**config.mk**
```make
export PLATFORM = sky130hd
export DESIGN_NAME = spi_slave_stream
export DESIGN_NICKNAME = d
export VERILOG_FILES = /design/src/rtl/spi_slave_stream.sv
export SDC_FILE = /design/constraint.sdc
export NUM_CORES = 1
export LEC_CHECK = 0
export ABC_AREA = 1
export CAP_MARGIN = 0
export CORE_ASPECT_RATIO = 1.1
export CORE_MARGIN = 5
export CORE_UTILIZATION = 51
export CTS_CLUSTER_DIAMETER = 100
export DETAILED_ROUTE_END_ITERATION = 6
export DONT_BUFFER_PORTS = 1
export PLACE_DENSITY_LB_ADDON = 0.25
export SLEW_MARGIN = 0
export SYNTH_ARGS = -nofsm -noshare
export SYNTH_HDL_FRONTEND = slang
export SYNTH_SLANG_ARGS = --single-unit
export TNS_END_PERCENT = 5
```
**constraint.sdc**
```tcl
create_clock -name clk -period 1.54 [get_ports clk]
set_clock_uncertainty 0.15 [all_clocks]
set_input_delay 0.231 -clock clk [delete_from_list [all_inputs] [get_ports clk]]
set_output_delay 0.231 -clock clk [all_outputs]
set_load 0.05 [all_outputs]
```
**src/rtl/spi_slave_stream.sv**
```systemverilog
// SPI slave with valid/ready RX and TX streams, oversampled on the system clock.
// Supports all four SPI modes, either bit order, and back-to-back words per frame.
module spi_slave_stream #(
    parameter int              DATA_W    = 8,
    parameter bit              CPOL      = 1'b0,
    parameter bit              CPHA      = 1'b0,
    parameter bit              LSB_FIRST = 1'b0,
    parameter logic [DATA_W-1:0] TX_IDLE = '0
) (
    input  logic              clk,
    input  logic              rst_n,
    input  logic              SCK,
    input  logic              SSEL,
    input  logic              MOSI,
    output logic              MISO,
    output logic              MISO_oe,
    output logic [DATA_W-1:0] rx_data,
    output logic              rx_valid,
    input  logic              rx_ready,
    input  logic [DATA_W-1:0] tx_data,
    input  logic              tx_valid,
    output logic              tx_ready,
    output logic              rx_overrun,
    output logic              tx_underrun,
    output logic              busy
);

    localparam int CNT_W = $clog2(DATA_W);
    localparam logic [CNT_W-1:0] LAST_BIT = CNT_W'(DATA_W - 1);

    typedef enum logic {IDLE, ACTIVE} state_t;

    state_t            state_q, state_d;
    logic [2:0]        sck_sync;
    logic [2:0]        ssel_sync;
    logic [1:0]        mosi_sync;
    logic [CNT_W-1:0]  bitcnt;
    logic [DATA_W-1:0] rx_shift;
    logic [DATA_W-1:0] rx_next;
    logic [DATA_W-1:0] tx_shift;
    logic [DATA_W-1:0] tx_buf;
    logic              buf_full;

    logic sck_rise, sck_fall, lead_edge, trail_edge;
    logic sample_edge, shift_edge, ssel_fall, ssel_rise;
    logic active, do_sample, do_shift, word_done, load;

    always_ff @(posedge clk or negedge rst_n) begin
        if (!rst_n) begin
            sck_sync  <= {3{CPOL}};
            ssel_sync <= 3'b111;
            mosi_sync <= 2'b00;
        end else begin
            sck_sync  <= {sck_sync[1:0], SCK};
            ssel_sync <= {ssel_sync[1:0], SSEL};
            mosi_sync <= {mosi_sync[0], MOSI};
        end
    end

    assign sck_rise    = sck_sync[1] & ~sck_sync[2];
    assign sck_fall    = ~sck_sync[1] & sck_sync[2];
    assign lead_edge   = CPOL ? sck_fall : sck_rise;
    assign trail_edge  = CPOL ? sck_rise : sck_fall;
    assign sample_edge = CPHA ? trail_edge : lead_edge;
    assign shift_edge  = CPHA ? lead_edge : trail_edge;
    assign ssel_fall   = ~ssel_sync[1] & ssel_sync[2];
    assign ssel_rise   = ssel_sync[1] & ~ssel_sync[2];

    assign active    = (state_q == ACTIVE);
    assign do_sample = active && sample_edge && !ssel_rise;
    assign do_shift  = active && shift_edge && !ssel_rise;
    assign word_done = do_sample && (bitcnt == LAST_BIT);
    // CPHA=0 must present the first bit before any SCK edge, so it loads at frame start
    assign load      = (do_shift && (bitcnt == '0)) ||
                       (!CPHA && ssel_fall && (state_q == IDLE));

    assign rx_next = LSB_FIRST ? {mosi_sync[1], rx_shift[DATA_W-1:1]}
                               : {rx_shift[DATA_W-2:0], mosi_sync[1]};

    always_ff @(posedge clk or negedge rst_n) begin
        if (!rst_n) state_q <= IDLE;
        else        state_q <= state_d;
    end

    always_comb begin
        state_d = state_q;
        case (state_q)
            IDLE:    if (ssel_fall) state_d = ACTIVE;
            ACTIVE:  if (ssel_rise) state_d = IDLE;
            default: state_d = IDLE;
        endcase
    end

    // Leaving the frame discards any partial word
    always_ff @(posedge clk or negedge rst_n) begin
        if (!rst_n) begin
            bitcnt   <= '0;
            rx_shift <= '0;
        end else if (!active || ssel_rise) begin
            bitcnt   <= '0;
            rx_shift <= '0;
        end else if (do_sample) begin
            rx_shift <= rx_next;
            bitcnt   <= word_done ? '0 : bitcnt + 1'b1;
        end
    end

    always_ff @(posedge clk or negedge rst_n) begin
        if (!rst_n) begin
            rx_data    <= '0;
            rx_valid   <= 1'b0;
            rx_overrun <= 1'b0;
        end else begin
            rx_overrun <= 1'b0;
            if (word_done) begin
                if (rx_valid && !rx_ready) begin
                    rx_overrun <= 1'b1;
                end else begin
                    rx_data  <= rx_next;
                    rx_valid <= 1'b1;
                end
            end else if (rx_ready) begin
                rx_valid <= 1'b0;
            end
        end
    end

    // A write in the same cycle as a load only refills the buffer for the next load
    always_ff @(posedge clk or negedge rst_n) begin
        if (!rst_n) begin
            tx_shift    <= '0;
            tx_buf      <= '0;
            buf_full    <= 1'b0;
            tx_underrun <= 1'b0;
        end else begin
            tx_underrun <= 1'b0;
            if (load) begin
                if (buf_full) begin
                    tx_shift <= tx_buf;
                    buf_full <= 1'b0;
                end else begin
                    tx_shift    <= TX_IDLE;
                    tx_underrun <= 1'b1;
                end
            end else if (do_shift) begin
                tx_shift <= LSB_FIRST ? (tx_shift >> 1) : (tx_shift << 1);
            end
            if (tx_valid && !buf_full) begin
                tx_buf   <= tx_data;
                buf_full <= 1'b1;
            end
        end
    end

    assign tx_ready = !buf_full;
    assign MISO     = LSB_FIRST ? tx_shift[0] : tx_shift[DATA_W-1];
    assign MISO_oe  = active;
    assign busy     = active;

endmodule

```
Word level (Yosys, flattened, before mapping)

Index checks and enable logic that the tools add are counted.

Register bits: 47
Word-level logic and storage cells: 68

$add $sub $neg: 1
Eq/ne operators: 2
Multiplexer cells: 20
Bitwise gates (word level): 10
Reduce and logical (&&, ||, !) cells: 22

Operators with widths:

| kind                                                          | number |
|---|---|
| 8-bit two-way mux                                             | 3 |
| 7-bit two-way mux                                             | 2 |
| 1-bit two-way mux                                             | 11 |
| 1-bit logical AND                                             | 9 |
| 3-bit two-way mux                                             | 3 |
| 2-bit nonzero test                                            | 4 |
| 1-bit inverter                                                | 6 |
| 1-bit AND                                                     | 4 |
| 1-bit logical NOT                                             | 4 |
| 2-bit AND reduction                                           | 2 |
| 3-bit by 1-bit adder with 3-bit output, second input constant | 1 |
| 3-bit equality test, second input constant                    | 1 |
| 3-bit logical NOT                                             | 1 |
| 1-bit logical OR                                              | 2 |
| 2-bit != test, second input constant                          | 1 |
| 1-bit case mux with 2 select lines                            | 1 |

Longest topological paths before layout

Word-level depth: 8
Depth in mapped cells: 9

Worst setup path after synthesis

No wires, ideal clock.

Path kind: register to register
Start: reg state_q, in the netlist MISO_oe
End: reg rx_data[0]
Library setup time: 120 ps
Data arrival time: 1507 ps
Required time: 1270 ps
Path slack: -237 ps
Stages on the path, launching flop included: 9
Cell sequence: dfrtp_1 inv_1 nor2_4 nand2_4 inv_4 nand3_4 buf_6 nand2_1 o21ai_2

Word-level cells in the longest chain between the ends: 4

Ends and longest elaborated chain:

| what                                 | line | text |
|---|---|---|
| start: declaration                   | 33   | `state_t state_q, state_d;` |
| start signal: assignment             | 82   | `else state_q <= state_d;` |
| 1-bit logical AND (2 in series)      | 70   | `assign do_sample = active && sample_edge && !ssel_rise;` |
| 1-bit logical AND                    | 72   | `assign word_done = do_sample && (bitcnt == LAST_BIT);` |
| 2-bit AND reduction (no source line) | n/a  |  |
| end signal: assignment               | 119  | `rx_data <= rx_next;` |
| end: declaration                     | 17   | `output logic [DATA_W-1:0] rx_data,` |

No other way between the ends.
A chain may end at the register's enable or synchronous reset.

Worst setup path in the final report

Start: reg ssel_sync[1]
End: reg bitcnt[0]

Word-level cells in the longest chain between the ends: 7
Elaborated cells between the ends (all ways): 9
Classes of those cells: mux: 3; bitwise: 1; reduce/logical: 5

Ends and longest elaborated chain:

| what                     | line | text |
|---|---|---|
| start: declaration       | 35   | `logic [2:0] ssel_sync;` |
| start signal: assignment | 55   | `ssel_sync <= {ssel_sync[1:0], SSEL};` |
| 1-bit AND *              | 67   | `assign ssel_rise = ssel_sync[1] & ~ssel_sync[2];` |
| 1-bit logical NOT        | 70   |  |
| 1-bit logical AND        | 70   |  |
| 1-bit logical AND        | 72   |  |
| 3-bit two-way mux        | 104  | `bitcnt <= word_done ? '0 : bitcnt + 1'b1;` |
| 3-bit two-way mux        | 102  | `end else if (do_sample) begin` |
| 3-bit two-way mux        | 99   | `end else if (!active \|\| ssel_rise) begin` |
| end signal: assignment   | 104  |  |
| end: declaration         | 37   | `logic [CNT_W-1:0] bitcnt;` |

Every way passes the cells marked *; elsewhere a longest branch is shown, timed or not. The select of a mux whose other input is x is not followed.

==> results.yml <==
worst_setup_path:
  critical_path_buf_inv_count: 5
  worst-path-max-fanout: 4
  worst_setup_path_start_kind: "flip-flop"
  critPathTopFamily: "flip-flops"
  r2r_end: "bitcnt[0]"
  crit_chain: "inv_2 -> nor2_4 -> buf_6 -> nor2_4 -> nand2_4 -> inv_6 -> buf_6 -> o21ai_2 -> inv_1"
  ff2ff_setup_slack_ps: -50
  critPathRequiredTime_ps: 1590
  critical-path-slowest-cell: "dfstp_2"
  rr_worst_depth: 9
  worst_path_largest_cell_delay_ps: 540
  timing.rr.start: "ssel_sync[1]"
  cp-end-kind: "flip-flop"
  worst_path_class_setup: "reg -> reg"
  cp_arrival_ps: 1640
final_layout:
  synthToLayoutAreaGrowth_pct: 29.9
  footprint_of_the_multi_input_gates_um2: 728
  post_route_cells_drive_above_1_share_pct: 35.0
  diodes: 0
  sequential_cell_area_mm2: 0.00118
  finished_core_util_pct: 69.1
  fillerInstances: 293
  final_nets: 243
  post_layout_cell_count: 276
sta:
  worstMarginPinSlew_ps: 506
  slew-limit-headroom_pct: 66.3
  finalMaxSlewViolations: 0
  finalHoldViolations: 0
  setup_tns_ps: -101
  rsz0062_at_grt: "yes"
  final_period_util_pct: 103
  final.min_clock_period_ps: 1590
  whs_ps: 179
  post-route-worst-setup-slack_ps: -50.0
  achievable-frequency_ghz: 0.629
  setup_viol_count_final: 9
synth:
  synth.lib_cells_used.distinct: 24
  yosysWarningCount: 0
  mappedNetlistArea_mm2: 0.00196
  synthesis.area_per_instance_um2: 10.6
  netlist_instances: 184
  synth-seq-cells: 47
  seq_area_frac_synth_pct: 60.3
  synth_fp_nets: 202
clocking:
  h_tree_depth_reported_by_cts: 2
  clk-insertion-delay-late_ps: 300
  cts_made_buffers: 5
  clkSinkCount: 47
  cts.path.max_buffers: 2
  clock_slew_at_the_register_clock_pins_of_the_worst_setup_and_hold_paths_ps: 90
  clock_tree_from_tritoncts: "done"
  cell_at_the_root_of_the_clock_tree: "clkbuf_8"
worst_hold_path:
  hold_path_end: "rx_valid"
  timing.hold.worst_path_depth: 3
  hold_crit_class: "in -> reg"
  min_from: "rx_ready"
pwr:
  irDropWorstVdd_v: 0.000973
  finalPower_mw: 3.46
  p_leak_nw: 1.20
  powerDensity_mw_per_mm2: 1360
die:
  placementRows: 23
  placeableCoreArea_mm2: 0.00368
  initial_core_util_pct: 53.2
  die_x_extent_um: 69.1
  die_height_um: 75.0
  floorplan.die_area_mm2: 0.00518
  pin_count: 30
route:
  detailedRoute.firstIterationViolations: 68
  drt-total-wl_um: 3800
  routed_via_density: 5.05
  drc: 0
  antenna_violating_nets_post_route: 0
  number_of_detailed_route_iterations_in_the_first_pass: 4
  route.detailed.wl_per_inst_um: 13.8
  dr_total_vias: 1394
grt:
  grt_first_pass_wirelength_um: 6220
  grt.total_usage_pct: 15.2
  number_of_antenna_violations_at_the_first_check_in_global_routing: 0
  globalRouteOverflowTotal: 0
  grt_pass1_vias: 1413
  largest_net_degree_at_the_start_of_global_routing: 48
placement:
  placed_cells: 243
  port_buffers: 0
  place.gp.congestion: 0.739
  hpwl_after_dpl_um: 2430
outcome:
  outcome: "finished, violations left"
  violations: "setup timing"
run:
  maxCapViolations: 0
[state kept, by name (all words and copies together) (netlist names)]
name         flops
tx_shift         8
rx_data          8
tx_buf           8
rx_overrun       1
mosi_sync        2
rx_shift         7
bitcnt           3
MISO_oe          1
ssel_sync        3
rx_valid         1
tx_underrun      1
sck_sync         3
buf_full         1
[stage by stage]
step,area (um2),setup slack [ps]
detailed placement,2100,-40.1
global placement,2100,-3.13
CTS,2370,-6.33
floorplan,1970,-10.3
global route,2540,-105
finish,2540,-50.0
[cells in the final DEF, fill, tap and decap left out, drive strengths merged, types with 5 or more instances in the layout]
cell,instances
nand2,38
dfrtp,44
nand3,30
mux2,8
o22ai,7
buf,24
clkbuf,5
nor2,5
inv,26
o21ai,14
dlygate4sd3,13
[how the worst max path moves through the flow]
stage,start,end,slack (ps),cells after the start
finish,ssel_sync[1],bitcnt[0],-50,9
global route,ssel_sync[1],bitcnt[0],-110,9
CTS,ssel_sync[2],rx_data[5],-6,7
detailed placement,ssel_sync[1],tx_shift[3],-40,8
global placement,ssel_sync[1],tx_shift[6],-3,8
floorplan,buf_full,tx_buf[0],-10,4
[area by class of cell]
| cell class | instances | share of cell area [%] |
|---|---|---|
| Sequential cell | 47 | 46.4 |
| Multi-Input combinational cell | 107 | 28.6 |
| Timing Repair Buffer | 37 | 14.7 |
| Inverter | 27 | 4.33 |
| Clock buffer | 5 | 2.71 |
| Clock inverter | 3 | 0.787 |
| Tap cell | 50 | 2.46 |
[cell families after synthesis]
family / after synthesis / share of synthesized area [%]
AO/OA/AOI/OAI: 22 / 7.80
flip-flops: 47 / 60.3
multiplexers: 8 / 4.60
adder cells (fa/ha/maj): 3 / 1.92
AND/OR/NAND/NOR: 72 / 18.1
buffers and inverters: 32 / 7.35
[synthesized netlist by cell type]
cell / count / area [um2]
o21ai_1: 1 / 5.00
o21ai_0: 4 / 20.0
nor2_2: 1 / 6.26
o21ai_2: 9 / 78.8
buf_6: 2 / 22.5
nor3_1: 1 / 5.00
nand3_4: 1 / 17.5
nand2_2: 5 / 31.3
dfrtp_1: 44 / 1100
nand3_1: 26 / 130
a21oi_1: 1 / 5.00
dfstp_2: 3 / 78.8
nor2_1: 3 / 11.3
inv_4: 1 / 6.26
nor2_4: 1 / 11.3
nand2_4: 1 / 11.3
nand3_2: 1 / 10.0
inv_1: 26 / 97.6
buf_4: 1 / 7.51
nand2_1: 32 / 120
ha_1: 3 / 37.5
buf_2: 2 / 10.0
o22ai_1: 7 / 43.8
mux2_2: 8 / 90.1
[per-layer routing]
layer	track usage (%)	routed length, um	share of wire, %	up-vias
li1	-	-	-	682
met1	18.4	1600	42	676
met2	26.3	1960	52	28
met3	3.34	149	3.9	8
met4	7.38	80	2.1	0
met5	0	0	0	-
[worst min-delay path, stage by stage]
cell and delay (ps):
inv_1 30, nand2_1 200, nand2_1 130
[power by group]
| part | switching, mW | leakage [nW] | internal [mW] |
|---|---|---|---|
| clock network | 0.408 | 0.0402 | 0.316 |
| logic | 0.601 | 0.559 | 0.475 |
| registers | 0.164 | 0.600 | 1.50 |
| total | 1.17 | 1.20 | 2.29 |
[timing repair]
action	4_1_cts	5_1_grt
hold buffers	14	0
pin swaps	0	8
cloned	0	2
resized for setup	3	29
setup buffers	2	7
endpoints found under the setup margin	10	21
hold endpoints to repair	59	0
No activity file was read; power rests on OpenSTA's default activity.
